===== config.mk =====
export PLATFORM = sky130hd
export DESIGN_NAME = alu_issue_ctrl
export DESIGN_NICKNAME = d
export VERILOG_FILES = /design/src/rtl/alu_issue_pkg.sv /design/src/rtl/alu_op_decode.sv /design/src/rtl/alu_issue_ctrl.sv
export SDC_FILE = /design/constraint.sdc
export NUM_CORES = 1
export LEC_CHECK = 0
export CAP_MARGIN = 10
export CELL_PAD_IN_SITES_DETAIL_PLACEMENT = 1
export CELL_PAD_IN_SITES_GLOBAL_PLACEMENT = 2
export CORE_ASPECT_RATIO = 1.1
export CORE_MARGIN = 2
export CORE_UTILIZATION = 24
export CTS_CLUSTER_SIZE = 16
export DETAILED_ROUTE_END_ITERATION = 8
export PLACE_DENSITY_LB_ADDON = 0.1
export SYNTH_ARGS = -nofsm -noshare
export SYNTH_HDL_FRONTEND = slang
export SYNTH_SLANG_ARGS = --single-unit

===== constraint.sdc =====
create_clock -name CLK -period 5.9 [get_ports CLK]
set_input_delay 1.18 -clock CLK [delete_from_list [all_inputs] [get_ports CLK]]
set_output_delay 1.18 -clock CLK [all_outputs]
set_load 0.005 [all_outputs]

===== src/rtl/alu_issue_pkg.sv =====
// rtl/alu_issue_pkg.sv - ALU issue controller constants, opcode patterns and FSM state type
package alu_issue_pkg;

  // ALUCtrl codes understood by the combinational ALU
  localparam logic [3:0] ALU_AND   = 4'b0000;
  localparam logic [3:0] ALU_OR    = 4'b0001;
  localparam logic [3:0] ALU_ADD   = 4'b0010;
  localparam logic [3:0] ALU_SUB   = 4'b0110;
  localparam logic [3:0] ALU_PASSB = 4'b0111;

  // LEGv8 opcode field is instruction bits [31:21]
  localparam int OPC_W = 11;

  localparam logic [OPC_W-1:0] OPC_ADD  = 11'b10001011000;
  localparam logic [OPC_W-1:0] OPC_SUB  = 11'b11001011000;
  localparam logic [OPC_W-1:0] OPC_AND  = 11'b10001010000;
  localparam logic [OPC_W-1:0] OPC_ORR  = 11'b10101010000;
  localparam logic [OPC_W-1:0] OPC_ADDI = 11'b10010001000;
  localparam logic [OPC_W-1:0] OPC_SUBI = 11'b11010001000;
  localparam logic [OPC_W-1:0] OPC_LDUR = 11'b11111000010;
  localparam logic [OPC_W-1:0] OPC_STUR = 11'b11111000000;
  localparam logic [OPC_W-1:0] OPC_CBZ  = 11'b10110100000;

  // I-format opcodes ignore bit 0, CB-format opcodes ignore bits [2:0]
  localparam logic [OPC_W-1:0] MASK_FULL = 11'b11111111111;
  localparam logic [OPC_W-1:0] MASK_IMM  = 11'b11111111110;
  localparam logic [OPC_W-1:0] MASK_CB   = 11'b11111111000;

  typedef enum logic [1:0] {
    ST_IDLE = 2'd0,
    ST_EXEC = 2'd1,
    ST_RESP = 2'd2
  } issue_state_t;

  function automatic logic opc_match(input logic [OPC_W-1:0] op,
                                     input logic [OPC_W-1:0] pat,
                                     input logic [OPC_W-1:0] mask);
    return (op & mask) == (pat & mask);
  endfunction

endpackage


===== src/rtl/alu_op_decode.sv =====
// rtl/alu_op_decode.sv - combinational LEGv8 opcode to ALUCtrl decoder with legal flag
module alu_op_decode
  import alu_issue_pkg::*;
(
  input  logic [OPC_W-1:0] opcode,
  output logic [3:0]       alu_ctrl,
  output logic             legal
);

  // Priority chain over disjoint patterns; anything unmatched is illegal
  always_comb begin
    alu_ctrl = ALU_AND;
    legal    = 1'b1;
    if (opc_match(opcode, OPC_ADD, MASK_FULL))       alu_ctrl = ALU_ADD;
    else if (opc_match(opcode, OPC_SUB, MASK_FULL))  alu_ctrl = ALU_SUB;
    else if (opc_match(opcode, OPC_AND, MASK_FULL))  alu_ctrl = ALU_AND;
    else if (opc_match(opcode, OPC_ORR, MASK_FULL))  alu_ctrl = ALU_OR;
    else if (opc_match(opcode, OPC_ADDI, MASK_IMM))  alu_ctrl = ALU_ADD;
    else if (opc_match(opcode, OPC_SUBI, MASK_IMM))  alu_ctrl = ALU_SUB;
    else if (opc_match(opcode, OPC_LDUR, MASK_FULL)) alu_ctrl = ALU_ADD;
    else if (opc_match(opcode, OPC_STUR, MASK_FULL)) alu_ctrl = ALU_ADD;
    else if (opc_match(opcode, OPC_CBZ, MASK_CB))    alu_ctrl = ALU_PASSB;
    else                                             legal    = 1'b0;
  end

endmodule


===== src/rtl/alu_issue_ctrl.sv =====
// rtl/alu_issue_ctrl.sv - ALU initiator: request in, drive ALU, capture result, respond (option ALU_ISSUE_PIPE_EN)
module alu_issue_ctrl
  import alu_issue_pkg::*;
#(
  parameter int WIDTH = 64,
  parameter int OPW   = 11
) (
  input  logic             CLK,
  input  logic             Reset,
  input  logic             ReqValid,
  output logic             ReqReady,
  input  logic [OPW-1:0]   Opcode,
  input  logic [WIDTH-1:0] OpA,
  input  logic [WIDTH-1:0] OpB,
  output logic             RespValid,
  input  logic             RespReady,
  output logic [WIDTH-1:0] Result,
  output logic             ResultZero,
  output logic             IllegalOp,
  output logic [WIDTH-1:0] BusA,
  output logic [WIDTH-1:0] BusB,
  output logic [3:0]       ALUCtrl,
  input  logic [WIDTH-1:0] BusW,
  input  logic             Zero
);

  issue_state_t state_q, state_d;
  logic [3:0]   dec_ctrl;
  logic         dec_legal;
  logic         req_fire;
  logic         resp_fire;

  alu_op_decode u_decode (
    .opcode   (Opcode),
    .alu_ctrl (dec_ctrl),
    .legal    (dec_legal)
  );

  assign RespValid = (state_q == ST_RESP);
  assign req_fire  = ReqValid & ReqReady;
  assign resp_fire = RespValid & RespReady;

  // Request-side readiness and next-state selection
  always_comb begin
    ReqReady = 1'b0;
    state_d  = state_q;
    case (state_q)
      ST_IDLE: begin
        ReqReady = 1'b1;
        if (req_fire) state_d = dec_legal ? ST_EXEC : ST_RESP;
      end
      ST_EXEC: begin
        state_d = ST_RESP;
      end
      ST_RESP: begin
`ifdef ALU_ISSUE_PIPE_EN
        ReqReady = RespReady;
`else
        ReqReady = 1'b0;
`endif
        if (resp_fire) begin
          if (req_fire) state_d = dec_legal ? ST_EXEC : ST_RESP;
          else          state_d = ST_IDLE;
        end
      end
      default: state_d = ST_IDLE;
    endcase
  end

  // State, ALU input latches and captured response
  always_ff @(posedge CLK) begin
    if (Reset) begin
      state_q    <= ST_IDLE;
      BusA       <= '0;
      BusB       <= '0;
      ALUCtrl    <= ALU_AND;
      Result     <= '0;
      ResultZero <= 1'b0;
      IllegalOp  <= 1'b0;
    end else begin
      state_q <= state_d;
      if (req_fire) begin
        if (dec_legal) begin
          BusA    <= OpA;
          BusB    <= OpB;
          ALUCtrl <= dec_ctrl;
        end else begin
          // Illegal ops never reach the ALU; answer directly with a flagged zero
          Result     <= '0;
          ResultZero <= 1'b0;
          IllegalOp  <= 1'b1;
        end
      end else if (state_q == ST_EXEC) begin
        Result     <= BusW;
        ResultZero <= Zero;
        IllegalOp  <= 1'b0;
      end
    end
  end

endmodule


After elaboration in Yosys (flattened, before gate mapping)
Index checks and enable logic that the tools add are counted.
{"block": "word_totals", "reg_bits": 200, "inputBits": 208, "output_inout_bits": 200, "elab_cells": 61}
{"block": "op_classes", "eq_ne": 14, "muxes": 33, "n_bitwise": 2, "n_reduce_logical": 5}
{"operator": "64-bit 2-to-1 mux", "count": 3}
{"operator": "11-bit == test, second input constant", "count": 6}
{"operator": "4-bit 2-to-1 mux", "count": 8}
{"operator": "10-bit == test, second input constant", "count": 2}
{"operator": "1-bit 2-to-1 mux", "count": 16}
{"operator": "8-bit == test, second input constant", "count": 1}
{"operator": "2-bit 2-to-1 mux", "count": 4}
{"operator": "2-bit one-hot mux with 3 select lines", "count": 1}
{"operator": "2-bit AND reduction", "count": 3}
{"operator": "2-bit inequality test, second input constant", "count": 2}
{"operator": "3-bit 2-to-1 mux", "count": 1}
{"operator": "1-bit AND", "count": 2}
{"operator": "2-bit by 1-bit == test with 1-bit output, second input constant", "count": 1}
{"operator": "2-bit == test, second input constant", "count": 1}
{"operator": "2-bit zero test", "count": 1}
{"operator": "2-bit by 1-bit inequality test with 1-bit output, second input constant", "count": 1}
{"operator": "2-bit nonzero test", "count": 1}

Logic depth before layout (Yosys ltp)
Gate-level depths: netlist of the first run.
{"block": "depth", "depth_word": 14, "depth_mapped": 8}

Modules after synthesis
A second synthesis of the first run with hierarchy kept.
{"block": "hier_totals", "cells_unflattened": 757, "hier_area_um2": 7069.3}
{"module": "alu_issue_ctrl", "instances": 1, "cells_each": 736, "area_each_um2": 6916.6}
{"module": "alu_op_decode", "instances": 1, "cells_each": 21, "area_each_um2": 152.6}

Least setup slack after synthesis of the first run
OpenSTA, ideal clock, no wires.
{"block": "synth_timing", "path_kind": "input to register", "startpoint": "input Opcode[4]", "endpoint": "register BusA[0]", "arrival_time_ns": 2.893, "required_time_ns": 5.828, "slack_ns": 2.936, "path_stages": 8, "path_buffers": 3, "cell_sequence": "or3b_1 -> a2111oi_4 -> nor2_1 -> a21boi_1 -> buf_2 -> buf_8 -> buf_8 -> mux2i_1"}
{"block": "synth_via", "elab_chain_cells": 11, "elab_cells_between_ends": 19}
{"element": "from (decl)", "line_no": "alu_issue_ctrl.sv:12", "rtl": "input logic [OPW-1:0] Opcode,"}
{"element": "8-bit == test", "line_no": "alu_issue_pkg.sv:38", "rtl": "return (op & mask) == (pat & mask);"}
{"element": "1-bit 2-to-1 mux", "line_no": "alu_op_decode.sv:22", "rtl": "else if (opc_match(opcode, OPC_CBZ, MASK_CB)) alu_ctrl = ALU_PASSB;"}
{"element": "1-bit 2-to-1 mux", "line_no": "alu_op_decode.sv:21", "rtl": "else if (opc_match(opcode, OPC_STUR, MASK_FULL)) alu_ctrl = ALU_ADD;"}
{"element": "1-bit 2-to-1 mux", "line_no": "alu_op_decode.sv:20", "rtl": "else if (opc_match(opcode, OPC_LDUR, MASK_FULL)) alu_ctrl = ALU_ADD;"}
{"element": "1-bit 2-to-1 mux", "line_no": "alu_op_decode.sv:19", "rtl": "else if (opc_match(opcode, OPC_SUBI, MASK_IMM)) alu_ctrl = ALU_SUB;"}
{"element": "1-bit 2-to-1 mux", "line_no": "alu_op_decode.sv:18", "rtl": "else if (opc_match(opcode, OPC_ADDI, MASK_IMM)) alu_ctrl = ALU_ADD;"}
{"element": "1-bit 2-to-1 mux", "line_no": "alu_op_decode.sv:17", "rtl": "else if (opc_match(opcode, OPC_ORR, MASK_FULL)) alu_ctrl = ALU_OR;"}
{"element": "1-bit 2-to-1 mux", "line_no": "alu_op_decode.sv:16", "rtl": "else if (opc_match(opcode, OPC_AND, MASK_FULL)) alu_ctrl = ALU_AND;"}
{"element": "1-bit 2-to-1 mux", "line_no": "alu_op_decode.sv:15", "rtl": "else if (opc_match(opcode, OPC_SUB, MASK_FULL)) alu_ctrl = ALU_SUB;"}
{"element": "1-bit 2-to-1 mux (*)", "line_no": "alu_op_decode.sv:14", "rtl": "if (opc_match(opcode, OPC_ADD, MASK_FULL)) alu_ctrl = ALU_ADD;"}
{"element": "2-bit AND reduction (no source line) (*)"}
{"element": "to (signal assigned)", "line_no": "alu_issue_ctrl.sv:84", "rtl": "BusA <= OpA;"}
{"element": "to (decl)", "line_no": "alu_issue_ctrl.sv:20", "rtl": "output logic [WIDTH-1:0] BusA,"}
Every way passes the cells marked *; elsewhere a longest branch is shown, timed or not.
A chain may end at the register's enable or synchronous reset.

Worst setup path after layout of the first run
{"block": "layout_timing", "startpoint": "input Opcode[6]", "endpoint": "register BusB[53]"}
{"block": "layout_via", "elab_chain_cells": 11, "elab_cells_between_ends": 19}
{"element": "8-bit == test", "line_no": "alu_issue_pkg.sv:38"}
{"element": "1-bit 2-to-1 mux", "line_no": "alu_op_decode.sv:22"}
{"element": "1-bit 2-to-1 mux", "line_no": "alu_op_decode.sv:21"}
{"element": "1-bit 2-to-1 mux", "line_no": "alu_op_decode.sv:20"}
{"element": "1-bit 2-to-1 mux", "line_no": "alu_op_decode.sv:19"}
{"element": "1-bit 2-to-1 mux", "line_no": "alu_op_decode.sv:18"}
{"element": "1-bit 2-to-1 mux", "line_no": "alu_op_decode.sv:17"}
{"element": "1-bit 2-to-1 mux", "line_no": "alu_op_decode.sv:16"}
{"element": "1-bit 2-to-1 mux", "line_no": "alu_op_decode.sv:15"}
{"element": "1-bit 2-to-1 mux (*)", "line_no": "alu_op_decode.sv:14"}
{"element": "2-bit AND reduction (no source line) (*)"}
{"element": "to (signal assigned)", "line_no": "alu_issue_ctrl.sv:85", "rtl": "BusB <= OpB;"}
{"element": "to (decl)", "line_no": "alu_issue_ctrl.sv:21", "rtl": "output logic [WIDTH-1:0] BusB,"}
Marked as above.

==> results of run 1 <==
[worst max path at each step]
stage	to	slack, ns	cells past startpoint
floorplan	BusA[0]	2.94	8
global placement	BusA[11]	1.82	7
detailed placement	BusB[53]	1.78	7
CTS	BusA[38]	2.25	7
global route	BusA[14]	1.97	7
finish	BusB[53]	2.16	7
[layout by cell type (no fill, tap or decap), types with 2 or more instances in the layout]
cell             count
inv_6                2
nand2b_1             2
o211a_1              2
or3b_1               2
mux2i_1            128
o211ai_1             2
nor2b_1              2
diode_2              2
a22o_1              65
or3_1                2
nor2_1               5
clkdlybuf4s50_1    406
clkbuf_16           17
nand2_1            261
a21o_1              66
buf_4                4
clkinvlp_4           2
buf_12               2
dfxtp_1            199
a21oi_1              4
bufinv_16            5
clkbuf_8             2
[cell type report]
| class | instances | area, um^2 |
|---|---|---|
| fill | 3740 | 20200 |
| antenna | 2 | 5.00 |
| multi-input combinational | 559 | 3640 |
| inverter | 1 | 8.76 |
| sequential | 199 | 3980 |
| timing repair buffer | 412 | 4130 |
| clock inverter | 8 | 174 |
| clock buffer | 19 | 453 |
| tap | 432 | 541 |
[flip-flops by register name (all words and copies together) (netlist names)]
name,count
ALUCtrl,3
BusA,64
BusB,64
IllegalOp,1
Result,64
ResultZero,1
state_q,2
[metrics by stage]
step	hold slack, ns	util (%)	cell area [um^2]	std cells
finish	0.457	39.1	12900	1632
global route	0.475	39.1	12900	1630
CTS	0.462	39.1	12900	1630
detailed placement	0.445	37.2	12300	1603
global placement	0.441	37.2	12300	1603
floorplan	0.451	-	8010	825
[tightest hold or removal path, cell delays in order, from the launching register on]
cell and delay (ns):
dfxtp_1 0.31, nand2_1 0.05, mux2i_1 0.05
[synthesized netlist by cell type (2+ instances only)]
cell,instances,share of area [%]
nor2b_1,3,0.23
buf_4,6,0.56
or3b_1,2,0.22
nand2_1,261,12
clkbuf_1,43,2.0
nor2_1,6,0.28
a22o_1,65,7.1
buf_8,10,1.9
buf_6,5,0.70
nand2b_1,2,0.16
or3_1,2,0.16
a21oi_1,4,0.25
mux2i_1,128,16
o211a_1,2,0.25
buf_2,2,0.12
dfxtp_1,199,50
a21o_1,66,6.2
o211ai_1,2,0.19
[kinds of logic (layout without fill, tap and decap cells)]
group / after synthesis / in the layout
and+or+nand+nor: 285 / 285
buffers and inverters: 67 / 440
muxes: 128 / 128
AOI/OAI and AO/OA: 145 / 145
DFF: 199 / 199
other: 1 / 3
[power by group]
group          internal, W  switching, W
clock network     0.000767      0.000532
registers          0.00135    0.00000242
logic             0.000148     0.0000880
[layer usage]
metal / part of all wire [%] / vias up / GRT usage [%]
li1: - / 3527 / -
met1: 41 / 3371 / 17.6
met2: 48 / 249 / 26.9
met3: 11 / 18 / 6.89
met4: 1.3 / 0 / 4.46
met5: 0 / - / 0
==> results_dict.tcl, run 1 <==
set metrics [dict create \
    tns_ns 0 \
    grt_overflow 0 \
    fmax_ghz 0.267 \
    hold_end "BusA[27]" \
    place.gp.congestion 0.714 \
    synth_nets 1033 \
    hold_viol 0 \
    ant_nets 0 \
    finalMaxSlewViolations 0 \
    synth_area_per_cell_um2 9.71 \
    critical_path_class "primary input to flip-flop" \
    place_hpwl_mm 20.2 \
    area_delta_synth_final_pct 61.5 \
    synthSimpleGateAreaFrac_pct 14.1 \
    finalWorstSetupSlack_ns 2.16 \
    place_ws_ns 1.78 \
    p_total_w 0.00288 \
    cts-root-buf "clkbuf_16" \
    r2r_start "state_q[0]" \
    core_um2 33100 \
    grt_max_degree 132 \
    endpoint_kind "flip-flop" \
    dieArea_um2 34900 \
    relSlewSlack_pct 29.2 \
    synth_top_family_by_area "multiplexers" \
    peakVddDrop_v 0.000157 \
    cp.required_ns 6.26 \
    clk_pin_slew_worst_paths_ns 0.08 \
    dieWidth_um 178 \
    wl_per_cell_um 17.3 \
    syn-cell-area_um2 8010 \
    clock_path_buffers 2 \
    synthCells 825 \
    grtUsageTotal_pct 15.7 \
    ctsResizeCount 0 \
    synth_edf_count 0 \
    dieHeight_um 196 \
    period_share_pct 63.5 \
    path_cells "clkdlybuf4s50_1 -> or3b_1 -> a2111oi_4 -> nor2_1 -> a21boi_4 -> buf_12 -> mux2i_1" \
    period_minus_slack_ns 3.74 \
    initial_core_util_pct 24.2 \
    cts_setup_buffers 0 \
    reg2regPathDepth 5 \
    grt_antenna_before_repair 2 \
    async_flop_share_pct 0 \
    critPathArrivalTime_ns 4.10 \
    min_from "BusA[27]" \
    ios 408 \
    synth_compound_area_share_pct 14.9 \
    cap_violations 0 \
    startpoint "Opcode[6]" \
    first_pass_iters 4 \
    hold_buffers 0 \
    vias_per_cell 4.39 \
    r2r-end "BusB[53]" \
    cp_slowest_stage_delay_ns 0.60 \
    grt_pass1_vias 7197 \
    cts_tree "built" \
    clkLatencyLatePin_ns 0.44 \
    drt_iter0_drc 257 \
    placement.io_buffers 406 \
    cp_slowest_cell "buf_12" \
    grt_pass1_wl_mm 42.0 \
    cts_max_level 4 \
    crit_family "buffers and inverters" \
    numCtsBuffers 17 \
    setup_viol 0 \
    synth_xor_area_share_pct 0 \
    yosys.cell_types.count 35 \
    leakage_nw 5.09 \
    cp_max_fo 131 \
    fin_skew_ns 0.0111 \
    worstMarginPinSlew_ns 1.06 \
    synth_adder_area_share_pct 0 \
    rrSetupSlack_ns 3.56 \
    powerDensity_nw_per_um2 223 \
    ys.flop_type "dfxtp_1" \
    clock_sinks 199 \
    holdPathStages 2 \
    synth-seq-cells 199 \
    rsz0062_at_grt "no" \
    min_path_type "flip-flop to flip-flop" \
    muxShareOfSynthArea_pct 16.0 \
    rows 70 \
    nNetsFinal 1398 \
    drc 0 \
    drive_above_1_share_pct 3.34 \
    outcome "finished, final reports clean" \
    ys.warnings.count 0 \
    path_buf_inv 2 \
    yosysSeqAreaShare_pct 49.7 \
    vias 7165 \
    critPathLaunchType "primary input" \
    wl_mm 28.2 \
]
Note: power is estimated with default switching activity, not from simulation.
==> inputs of run 2 (changes only) <==
--- a/config.mk
+++ b/config.mk
@@ -10,7 +10,7 @@
 export CELL_PAD_IN_SITES_GLOBAL_PLACEMENT = 2
 export CORE_ASPECT_RATIO = 1.1
 export CORE_MARGIN = 2
-export CORE_UTILIZATION = 24
+export CORE_UTILIZATION = 20
 export CTS_CLUSTER_SIZE = 16
 export DETAILED_ROUTE_END_ITERATION = 8
 export PLACE_DENSITY_LB_ADDON = 0.1
==> constraint.sdc (replaced) <==
create_clock -name CLK -period 3.15 [get_ports CLK]
set_input_delay 0.63 -clock CLK [delete_from_list [all_inputs] [get_ports CLK]]
set_output_delay 0.63 -clock CLK [all_outputs]
set_load 0.005 [all_outputs]
==> results_dict.tcl, run 2 (synthesis gave the netlist of run 1 again) <==
set metrics [dict create \
    outcome "finished, final reports clean" \
    clock_sinks 199 \
    min_from "BusB[14]" \
    clk_pin_slew_worst_paths_ns 0.07 \
    p_sw_share_pct 22.2 \
    place_ws_ns 0.0561 \
    final_cell_mix "clkdlybuf4s50_1 (406), nand2_1 (261), dfxtp_1 (199)" \
    drive_above_1_share_pct 5.46 \
    grt_max_degree 66 \
    cts_setup_buffers 0 \
    numCtsBuffers 17 \
    place.gp.congestion 0.707 \
    finalMaxSlewViolations 0 \
    critPathArrivalTime_ns 3.00 \
    cts_max_level 4 \
    rrSetupSlack_ns 1.27 \
    rsz0062_at_grt "no" \
    grt_pass1_vias 7476 \
    vias 7278 \
    cp.required_ns 3.53 \
    cts_tree "built" \
    initial_core_util_pct 20.4 \
    core_um2 39400 \
    powerDensity_nw_per_um2 394 \
    wl_per_cell_um 17.3 \
    dieHeight_um 214 \
    switchingPower_w 0.00117 \
    fmax_ghz 0.382 \
    rows 76 \
    drt_iter0_drc 163 \
    endpoint_kind "flip-flop" \
    grt_overflow 0 \
    cts-root-buf "clkbuf_16" \
    tns_ns 0 \
    ant_nets 0 \
    min_path_type "flip-flop to flip-flop" \
    nNetsFinal 1424 \
    final_core_util_pct 34.0 \
    setup_viol 0 \
    leakage_nw 5.26 \
    cp_max_fo 15 \
    fin_skew_ns 0.00794 \
    cellInternalPower_w 0.00411 \
    place_hpwl_mm 22.3 \
    area_delta_synth_final_pct 67.3 \
    critPathLaunchType "primary input" \
    share_comb_of_total_power_pct 9.1 \
    reg2regPathDepth 6 \
    layout_commonest_cell "clkdlybuf4s50_1" \
    dieWidth_um 195 \
    drc 0 \
    grtUsageTotal_pct 14.4 \
    holdPathStages 2 \
    r2r_start "state_q[0]" \
    period_share_pct 83.1 \
    finalWorstSetupSlack_ns 0.532 \
    pwr-share-seq_pct 47.8 \
    placement.io_buffers 406 \
    worstMarginPinSlew_ns 0.624 \
    grt_antenna_before_repair 2 \
    fillerInstances 4462 \
    relSlewSlack_pct 58.3 \
    vias_per_cell 4.19 \
    grt_pass1_wl_mm 46.1 \
    ctsResizeCount 0 \
    first_pass_iters 4 \
    critical_path_class "primary input to flip-flop" \
    hold_viol 0 \
    clkPwrFrac_pct 43.1 \
    peakVddDrop_v 0.000380 \
    ios 408 \
    dieArea_um2 41700 \
    hold_buffers 0 \
    period_minus_slack_ns 2.62 \
    reg_top3 "BusA (64), BusB (64), Result (64)" \
    r2r-end "BusB[38]" \
    wl_mm 30.0 \
    clkLatencyLatePin_ns 0.45 \
    cap_violations 0 \
    hold_end "BusB[14]" \
    clock_path_buffers 2 \
    whs_ns 0.456 \
]
run 2: cell count changes in the layout (fill, tap and decap cells not counted), sizes merged:
cell    previous run  this run
inv                2         1
buf                6        32
clkbuf            19        22
bufinv             5         3
clkinv             0         4
diode              2         1
run 2: layout make-up:
class                           count  area, um^2  area share [%]
Timing Repair Buffer              438        4540            33.9
Tap cell                          507         634            4.73
Inverter                            1        11.3          0.0840
Multi-Input combinational cell    559        3640            27.2
Antenna cell                        1        2.50          0.0187
Clock inverter                      9         125           0.934
Sequential cell                   199        3980            29.7
Clock buffer                       22         464            3.46
run 2: power by group through the flow:
stage	Sequential [W]	Clock (W)	Combinational (W)
after floorplan	0.00258	0	0.000137
after global placement	0.00258	0	0.000487
after detailed placement	0.00258	0	0.000488
after CTS	0.00252	0.00240	0.000490
after global routing	0.00252	0.00250	0.000522
final	0.00253	0.00228	0.000479
run 2: routing by layer:
| metal | up-vias | GRT usage [%] | share of wire, % |
|---|---|---|---|
| met5 | - | 0 | 0.043 |
| met3 | 29 | 6.69 | 10 |
| li1 | 3592 | - | - |
| met2 | 248 | 23.2 | 46 |
| met1 | 3407 | 16.7 | 42 |
| met4 | 2 | 5.04 | 1.7 |
run 2: worst max-delay path, cell delays in order:
cell and delay [ns]:
clkdlybuf4s50_1 0.46, or3b_1 0.43, or3_1 0.38, a21o_1 0.26
a21boi_4 0.23, buf_12 0.21, buf_12 0.18, mux2i_1 0.20
run 2: metrics by stage:
stage	instance area [um^2]	power [W]	cells
2_1_floorplan	8010	0.00272	825
3_3_place_gp	12800	0.00307	1704
3_5_place_dp	12800	0.00307	1704
4_1_cts	13400	0.00541	1735
5_1_grt	13400	0.00554	1736
6_report	13400	0.00528	1736
run 2: worst max-delay path by stage:
stage	startpoint	endpoint	slack [ns]	cells after the start
after detailed placement	Opcode[9]	BusB[38]	0.06	8
final	Opcode[9]	BusB[38]	0.53	8
after global placement	Opcode[9]	BusB[55]	0.11	8
after CTS	Opcode[9]	BusB[38]	0.56	8
after global routing	Opcode[7]	BusB[38]	0.41	8
after floorplan	Opcode[4]	BusA[0]	0.74	8
